`src/rtl/mic_detector.sv`:
```
// mic_detector: synchronizes and debounces a raw microphone output, qualifies
// sounds that persist long enough, then ignores the input for a cooldown
// window after each sound ends. sound_evt/sound_active are registered.
// Optional feature: define MIC_DETECTOR_EVT_COUNT_EN to build the saturating
// evt_count register with its evt_clr clear; otherwise evt_count is 8'd0.
module mic_detector #(
  parameter int unsigned DEBOUNCE_CYCLES   = 50000,
  parameter int unsigned MIN_ACTIVE_CYCLES = 1000000,
  parameter int unsigned COOLDOWN_CYCLES   = 25000000,
  parameter logic        ACTIVE_LEVEL      = 1'b0
) (
  input  logic       clk,
  input  logic       rst,
  input  logic       mic,
  input  logic       enable,
  input  logic       evt_clr,
  output logic       sound_evt,
  output logic       sound_active,
  output logic [7:0] evt_count
);

  localparam int unsigned MAX_CYC = (MIN_ACTIVE_CYCLES > COOLDOWN_CYCLES) ?
                                    MIN_ACTIVE_CYCLES : COOLDOWN_CYCLES;
  localparam int unsigned TW = (MAX_CYC > 1) ? $clog2(MAX_CYC) : 1;
  localparam int unsigned DW = (DEBOUNCE_CYCLES > 1) ? $clog2(DEBOUNCE_CYCLES) : 1;

  localparam logic [DW-1:0] DEB_LAST  = DW'(DEBOUNCE_CYCLES - 32'd1);
  localparam logic [TW-1:0] MIN_LAST  = TW'(MIN_ACTIVE_CYCLES - 32'd1);
  localparam logic [TW-1:0] COOL_LAST = TW'(COOLDOWN_CYCLES - 32'd1);

  typedef enum logic [1:0] {
    IDLE     = 2'd0,
    QUALIFY  = 2'd1,
    ACTIVE   = 2'd2,
    COOLDOWN = 2'd3
  } state_e;

  logic          sync1_q, sync1_d;
  logic          sync2_q, sync2_d;
  logic          s_q, s_d;
  logic          deb_q, deb_d;
  logic [DW-1:0] deb_cnt_q, deb_cnt_d;
  state_e        state_q, state_d;
  logic [TW-1:0] timer_q, timer_d;
  logic          sound_evt_q, sound_evt_d;
  logic          sound_active_q, sound_active_d;

  // Synchronizer shift, registered "sound present" compare and debounce rule.
  always_comb begin
    sync1_d   = mic;
    sync2_d   = sync1_q;
    s_d       = (sync2_q == ACTIVE_LEVEL);
    deb_d     = deb_q;
    deb_cnt_d = deb_cnt_q;
    if (s_q == deb_q) begin
      deb_cnt_d = {DW{1'b0}};
    end else if (deb_cnt_q == DEB_LAST) begin
      deb_d     = s_q;
      deb_cnt_d = {DW{1'b0}};
    end else begin
      deb_cnt_d = deb_cnt_q + DW'(1);
    end
  end

  // Front-end registers; the synchronizer idles at the "no sound" level.
  always_ff @(posedge clk) begin
    if (rst) begin
      sync1_q   <= ~ACTIVE_LEVEL;
      sync2_q   <= ~ACTIVE_LEVEL;
      s_q       <= 1'b0;
      deb_q     <= 1'b0;
      deb_cnt_q <= {DW{1'b0}};
    end else begin
      sync1_q   <= sync1_d;
      sync2_q   <= sync2_d;
      s_q       <= s_d;
      deb_q     <= deb_d;
      deb_cnt_q <= deb_cnt_d;
    end
  end

  // Detection FSM next state, shared timer and registered output values.
  always_comb begin
    state_d        = state_q;
    timer_d        = timer_q;
    sound_evt_d    = 1'b0;
    sound_active_d = 1'b0;
    if (!enable) begin
      state_d = IDLE;
      timer_d = {TW{1'b0}};
    end else begin
      case (state_q)
        IDLE: begin
          timer_d = {TW{1'b0}};
          if (deb_q) begin
            state_d = QUALIFY;
          end else begin
            state_d = IDLE;
          end
        end
        QUALIFY: begin
          if (!deb_q) begin
            // Sound ended before it qualified: drop it silently.
            state_d = IDLE;
            timer_d = {TW{1'b0}};
          end else if (timer_q == MIN_LAST) begin
            state_d     = ACTIVE;
            timer_d     = {TW{1'b0}};
            sound_evt_d = 1'b1;
          end else begin
            timer_d = timer_q + TW'(1);
          end
        end
        ACTIVE: begin
          if (!deb_q) begin
            state_d = COOLDOWN;
            timer_d = {TW{1'b0}};
          end else begin
            state_d = ACTIVE;
          end
        end
        COOLDOWN: begin
          // deb is deliberately ignored here.
          if (timer_q == COOL_LAST) begin
            state_d = IDLE;
            timer_d = {TW{1'b0}};
          end else begin
            timer_d = timer_q + TW'(1);
          end
        end
        default: begin
          state_d = IDLE;
          timer_d = {TW{1'b0}};
        end
      endcase
    end
    sound_active_d = (state_d == ACTIVE);
  end

  // FSM state, timer and output registers.
  always_ff @(posedge clk) begin
    if (rst) begin
      state_q        <= IDLE;
      timer_q        <= {TW{1'b0}};
      sound_evt_q    <= 1'b0;
      sound_active_q <= 1'b0;
    end else begin
      state_q        <= state_d;
      timer_q        <= timer_d;
      sound_evt_q    <= sound_evt_d;
      sound_active_q <= sound_active_d;
    end
  end

  assign sound_evt    = sound_evt_q;
  assign sound_active = sound_active_q;

`ifdef MIC_DETECTOR_EVT_COUNT_EN
  logic [7:0] evt_count_q, evt_count_d;

  // Saturating event count; a clear coinciding with an event leaves 1.
  always_comb begin
    evt_count_d = evt_count_q;
    if (evt_clr) begin
      evt_count_d = sound_evt_q ? 8'd1 : 8'd0;
    end else if (sound_evt_q && (evt_count_q != 8'd255)) begin
      evt_count_d = evt_count_q + 8'd1;
    end else begin
      evt_count_d = evt_count_q;
    end
  end

  // Event counter register.
  always_ff @(posedge clk) begin
    if (rst) begin
      evt_count_q <= 8'd0;
    end else begin
      evt_count_q <= evt_count_d;
    end
  end

  assign evt_count = evt_count_q;
`else
  logic unused_evt_clr_s;
  assign unused_evt_clr_s = evt_clr;
  assign evt_count        = 8'd0;
`endif

endmodule

```
`config.mk`:
```
export PLATFORM = sky130hd
export DESIGN_NAME = mic_detector
export DESIGN_NICKNAME = d
export VERILOG_FILES = /design/src/rtl/mic_detector.sv
export SDC_FILE = /design/constraint.sdc
export NUM_CORES = 1
export LEC_CHECK = 0
export ABC_CLOCK_PERIOD_IN_PS = 2400
export CAP_MARGIN = 20
export CORE_MARGIN = 2
export CORE_UTILIZATION = 30
export DETAILED_ROUTE_END_ITERATION = 8
export MAX_ROUTING_LAYER = met4
export PLACE_DENSITY = 0.57
export SLEW_MARGIN = 20
export SYNTH_ARGS = -nofsm -noshare
export SYNTH_HDL_FRONTEND = slang
export SYNTH_SLANG_ARGS = --single-unit
```
`constraint.sdc`:
```
create_clock -name clk -period 2.4 [get_ports clk]
set_input_delay 0.24 -clock clk [delete_from_list [all_inputs] [get_ports clk]]
set_output_delay 0.24 -clock clk [all_outputs]
set_load 0.03 [all_outputs]
```
### Yosys cells after proc, flatten, opt, wreduce, memory -nomap -nowiden

Index checks and enable logic that the tools add are counted.

* output and inout bits: 10
* input bits: 5
* register bits after elaboration: 49
* logic and storage cells: 43

* multiplexer cells: 13
* add/subtract/negate cells: 2
* eq/ne operators: 9
* reduce and logical (&&, ||, !) cells: 5
* bitwise gates (word level): 5

Operators with widths (number)
* $mux 25: 4
* $pmux 25 s4: 1
* $add 25x1->25 const B: 1
* $eq 25x20->1 const B: 1
* $eq 25x25->1 const B: 1
* $add 16x1->16 const B: 1
* $eq 16x16->1 const B: 1
* $mux 2: 4
* $pmux 2 s4: 1
* $eq 2x2->1 const B: 3
* $not 1->1: 5
* $reduce_or 4->1: 1
* $mux 1: 3
* $reduce_or 3->1: 1
* $eq 2x1->1 const B: 1
* $logic_not 2->1: 1
* $ne 2x2->1 const B: 1
* $reduce_and 2->1: 1
* $reduce_or 2->1: 1
* $eq 1x1->1: 1

### Depth between registers and ports, before layout

Gate-level depths: netlist of run 1.

* word-level depth: 6
* mapped depth: 8
* mapped depth without buffers: 7

### Worst setup path after synthesis of run 1

No wires, ideal clock.

* path kind: register to register
* start point: register timer_q[0]
* end point: register timer_q[11]
* setup slack: 0.482 ns
* cell stages (with the launch flop): 9
* arrival time: 1.844 ns
* clock period less this slack: 1.918 ns
* path through: dfxtp_1 -> ha_1 -> and4_1 -> and4_1 -> a21bo_2 -> a21oi_2 -> buf_2 -> o21ai_0 -> a31oi_1

* word-level cells in the longest chain between the ends: 4
* elaborated cells between the ends (all ways): 7
* classes of those cells: 1 x add/sub; 2 x eq/ne; 4 x mux

Ends and longest elaborated chain
* start, declared: RTL line 44 `logic [TW-1:0] timer_q, timer_d;`
* start signal, assigned: RTL line 144 `timer_q <= {TW{1'b0}};`
* start signal, assigned: RTL line 149 `timer_q <= timer_d;`
* $add 25x1->25 / $eq 25x20->1 (equally long branches): RTL line 111, 128, 106
* $mux 25: RTL line 106 `end else if (timer_q == MIN_LAST) begin`
* $mux 25: RTL line 102 `if (!deb_q) begin`
* $pmux 25 s4 *: RTL line 92 `case (state_q)`

Every way passes the cells marked *; elsewhere a longest branch is shown, timed or not.
A chain may end at the register's enable or synchronous reset.

### Worst setup path after layout of run 1

* start point: register timer_q[0]
* end point: register timer_q[20]

Same word-level chain as after synthesis.

==> impl_results.md, run 1 <==
* Synth Area in XOR/XNOR at 6.62%
* R2R Path Start: timer_q[0]$_SDFFE_PP0P_
* FF-to-FF path depth at 8
* Setup WS post-layout at 0.317 ns
* PwrDens at 514 nW/um2
* Largest net degree at the start of global routing at 43
* Global routing met3 resource utilization at under 10%
* Final setup vio count at 0
* Vias post-DR at 1927
* WP data required at ~2.6 ns
* Antenna Nets Post-Route at 0
* Avg WL per Cell at approximately 12 um
* # H-tree levels at 2
* Fill count at 817
* WS Path Type: reg -> reg
* Worst Setup SP: timer_q[0]$_SDFFE_PP0P_
* Cells along the critical path: ha_1 > and4_1 > and4_1 > a21bo_2 > a21oi_2 > buf_12 > a41oi_1 > a31oi_1
* Nature of the critical path startpoint: register
* Share of cells above drive strength 1 at 7.04%
* Layout Nets at a little under 300
* Multiplexer share of the synthesized area at 1.68%
* Kind of end point of the critical path: register
* EDFF count, synth at 0
* Power, Total at 1.34 mW
* Post-synthesis compound-gate area fraction at 15.7%
* Distinct cell type count after synthesis at 42
* HPWL Detailed at 3230 um
* Fin cells at 386
* Vias in the first global route at 1744
* CP max FO at 42
* Initial Util at 30.8%
* Antenna diode count at 0
* Placed Instances at approximately 380
* Layout area overhead at 9.14%
* Post-synthesis simple-gate area fraction at 28.0%
* Die Y at 93.1 um
* Fin Setup TNS at 0 ns
* Largest stage delay, worst path at 0.35 ns
* Leakage Power at 0.841 nW
* R2R Path End: timer_q[20]$_SDFFE_PP0P_
* Grt peak-use layer: met2
* Peak supply drop at 0.205 mV
* Num rows at 32
* First-pass GRT wire length at 8090 um
* Cells after Synth at between 200 and 300
* Clock Sinks at slightly below 50
* Port-buffer cells at 5
* CP bufs+invs at 1
* Adder-Cell Fraction of Synth Area at 1.05%
* I/O pins at 15
* Synthesized area per cell at 8.53 um2
* Final period utilization at 86.8%
* Violation count after the first detailed-route iteration at 124
* Clock period minus worst slack at 2.08 ns
* Hold WC Path Type: reg -> reg
* CTS Hold Bufs at 0
* Hold depth at 1
* Clock root buffer: clkbuf_8
* Gr usage total at 11.8%
* PostCTS Resize Cnt at 0
* Pre-Repair DR Iteration Count at 4
* Die area at a little under 9000 um2
* Setup WS pre-CTS at 0.340 ns
* Crit path DAT at 2.31 ns
* Buffer depth of the longest clock path at 2
* Cell mode on critical path: and4_1
* CTS clk-pin slew, worst paths at 0.09 ns
* Fin. Hold Viols at 0
* Post-synth top flop: dfxtp_1
* Initial antenna violation count at 0
* GR Overflow Total at 0
* Post-synthesis sequential area ratio at 41.2%
* HP Start: sync1_q$_SDFF_PP1_
* Synthesized cell area at between 2000 and 2500 um2
* TritonCTS clock tree: yes
* Vias per std cell at 4.99
* Fmax at 480 MHz
* Slew Viols, Final at 0
* Asr flop ratio synth at 0%
* Skew-Pair Late Insertion Delay at 0.30 ns
* Total wire length at 4680 um
* Core footprint at about 7700 um2
* Main combinational cell family by area after synthesis: simple AND/OR/NAND/NOR gates
* Gpl congestion at 0.753
* Status: completed
* Worst Hold Path EP: sync2_q$_SDFF_PP1_
* Drt drc at 0
* Reg-to-reg slack, setup at 0.32 ns
* RSZ-0062 raised after global routing: no
* Met2 Use GR at 17.6%
* Die width at 93.1 um
* Slowest-stage cell, CP: dfxtp_1
* Cell family with most CP delay: compound AO/OA/AOI/OAI gates
* Synth Register Bits at 49
* Maximum Capacitance Violations at 0
* Yosys warns at 0
* CTS Buf Count at 5
* Clk_skew at 0.00809 ns
* Setup Buffers After CTS at 0
* Grt met1 use at 15.9%
==> cell type report <==
type	count	area [um2]	share of cell area (%)
flip-flops and latches	49	981	37.7
repair buffers	9	92.6	3.56
well taps	102	128	4.91
clock buffers	7	86.3	3.32
multi-input cells	214	1290	49.7
inverters	5	18.8	0.722
==> sequential cells by signal, summed over array words and instances (netlist names) <==
| register | count |
|---|---|
| timer_q | 25 |
| deb_cnt_q | 16 |
| state_q | 2 |
| deb_q | 1 |
| s_q | 1 |
| sound_active | 1 |
| sound_evt | 1 |
| sync1_q | 1 |
| sync2_q | 1 |
==> cell usage after synthesis, drive strengths merged (2+ instances only) <==
master | number | area share [%]
o21ai | 8 | 1.8
inv | 5 | 0.79
nand4 | 12 | 3.2
ha | 2 | 1.1
nor2b | 2 | 0.53
nand2 | 24 | 3.8
buf | 13 | 3.9
xor2 | 8 | 2.9
nor4 | 3 | 1.4
a21o | 3 | 0.95
and2 | 3 | 0.79
and4 | 5 | 1.8
nand2b | 3 | 0.79
nor2 | 31 | 4.9
clkbuf | 5 | 0.89
mux2i | 4 | 1.7
a41oi | 4 | 1.5
or3 | 4 | 1.1
nor3 | 6 | 1.7
or4b | 2 | 0.84
nand3 | 18 | 3.8
a31oi | 12 | 3.2
dfxtp | 49 | 41
a21oi | 19 | 4.2
a22o | 8 | 2.9
or2 | 3 | 0.79
xnor2 | 10 | 3.7
and3 | 6 | 1.6
==> how the worst max path moves through the flow <==
stage                     depth (start not counted)                       end
after floorplan                                   8  timer_q[11]$_SDFFE_PP0P_
after global placement                            8  timer_q[19]$_SDFFE_PP0P_
after detailed placement                          8  timer_q[19]$_SDFFE_PP0P_
after CTS                                         8  timer_q[19]$_SDFFE_PP0P_
after global routing                              7   timer_q[9]$_SDFFE_PP0P_
final                                             8  timer_q[20]$_SDFFE_PP0P_
==> layer usage <==
layer / wire [um] / share of wire (%)
met2: 2130 / 45
met4: 29 / 0.62
met1: 2380 / 51
met3: 141 / 3.0
met5: 0 / 0
==> kinds of logic (layout without fill, tap and decap cells) <==
logic type               count (synthesis)  count (layout)
buffers and inverters                   23              21
flip-flops                              49              49
AND/OR/NAND/NOR                        125             125
adder cells (fa/ha/maj)                  2               2
multiplexers                             4               4
AO/OA/AOI/OAI                           57              57
other                                    1               8
XOR/XNOR                                18              18
==> power breakdown <==
group | internal [mW] | switching (mW)
logic | 0.00728 | 0.0223
clock network | 0.229 | 0.262
registers | 0.814 | 0.00102
==> cell usage in the layout (no fill, tap or decap), drive strengths merged, types with 5 or more instances in the layout <==
cell type,synthesis,final
xnor2,10,10
conb,1,8
inv,5,5
a22o,8,8
nor3,6,6
and3,6,6
nand3,18,18
clkbuf,5,7
nand2,24,24
clkdlybuf4s50,0,5
and4,5,5
o21ai,8,8
xor2,8,8
nand4,12,12
nor2,31,31
dfxtp,49,49
a21oi,19,19
a31oi,12,12
==> worst reg2reg max path, cell delays in order (launching register included) <==
cell and delay [ns]:
dfxtp_1 0.35, ha_1 0.27, and4_1 0.25, and4_1 0.23
a21bo_2 0.22, a21oi_2 0.17, buf_12 0.22, a41oi_1 0.15
a31oi_1 0.15
==> metrics by stage <==
stage	hold slack [ns]	util, %	area [um2]
after global routing	0.434	33.6	2600
final	0.416	33.6	2600
after global placement	0.392	32.5	2510
after floorplan	0.312	-	2410
after CTS	0.408	33.6	2600
after detailed placement	0.384	32.5	2510
Note: power is estimated with default switching activity, not from simulation.
==> inputs of run 2 (changes only) <==
CAP_MARGIN = default   (was 20)
SLEW_MARGIN = default   (was 20)
==> results of run 2 <==
Same layout as run 1: the final DEF is identical, and so are final timing and power.
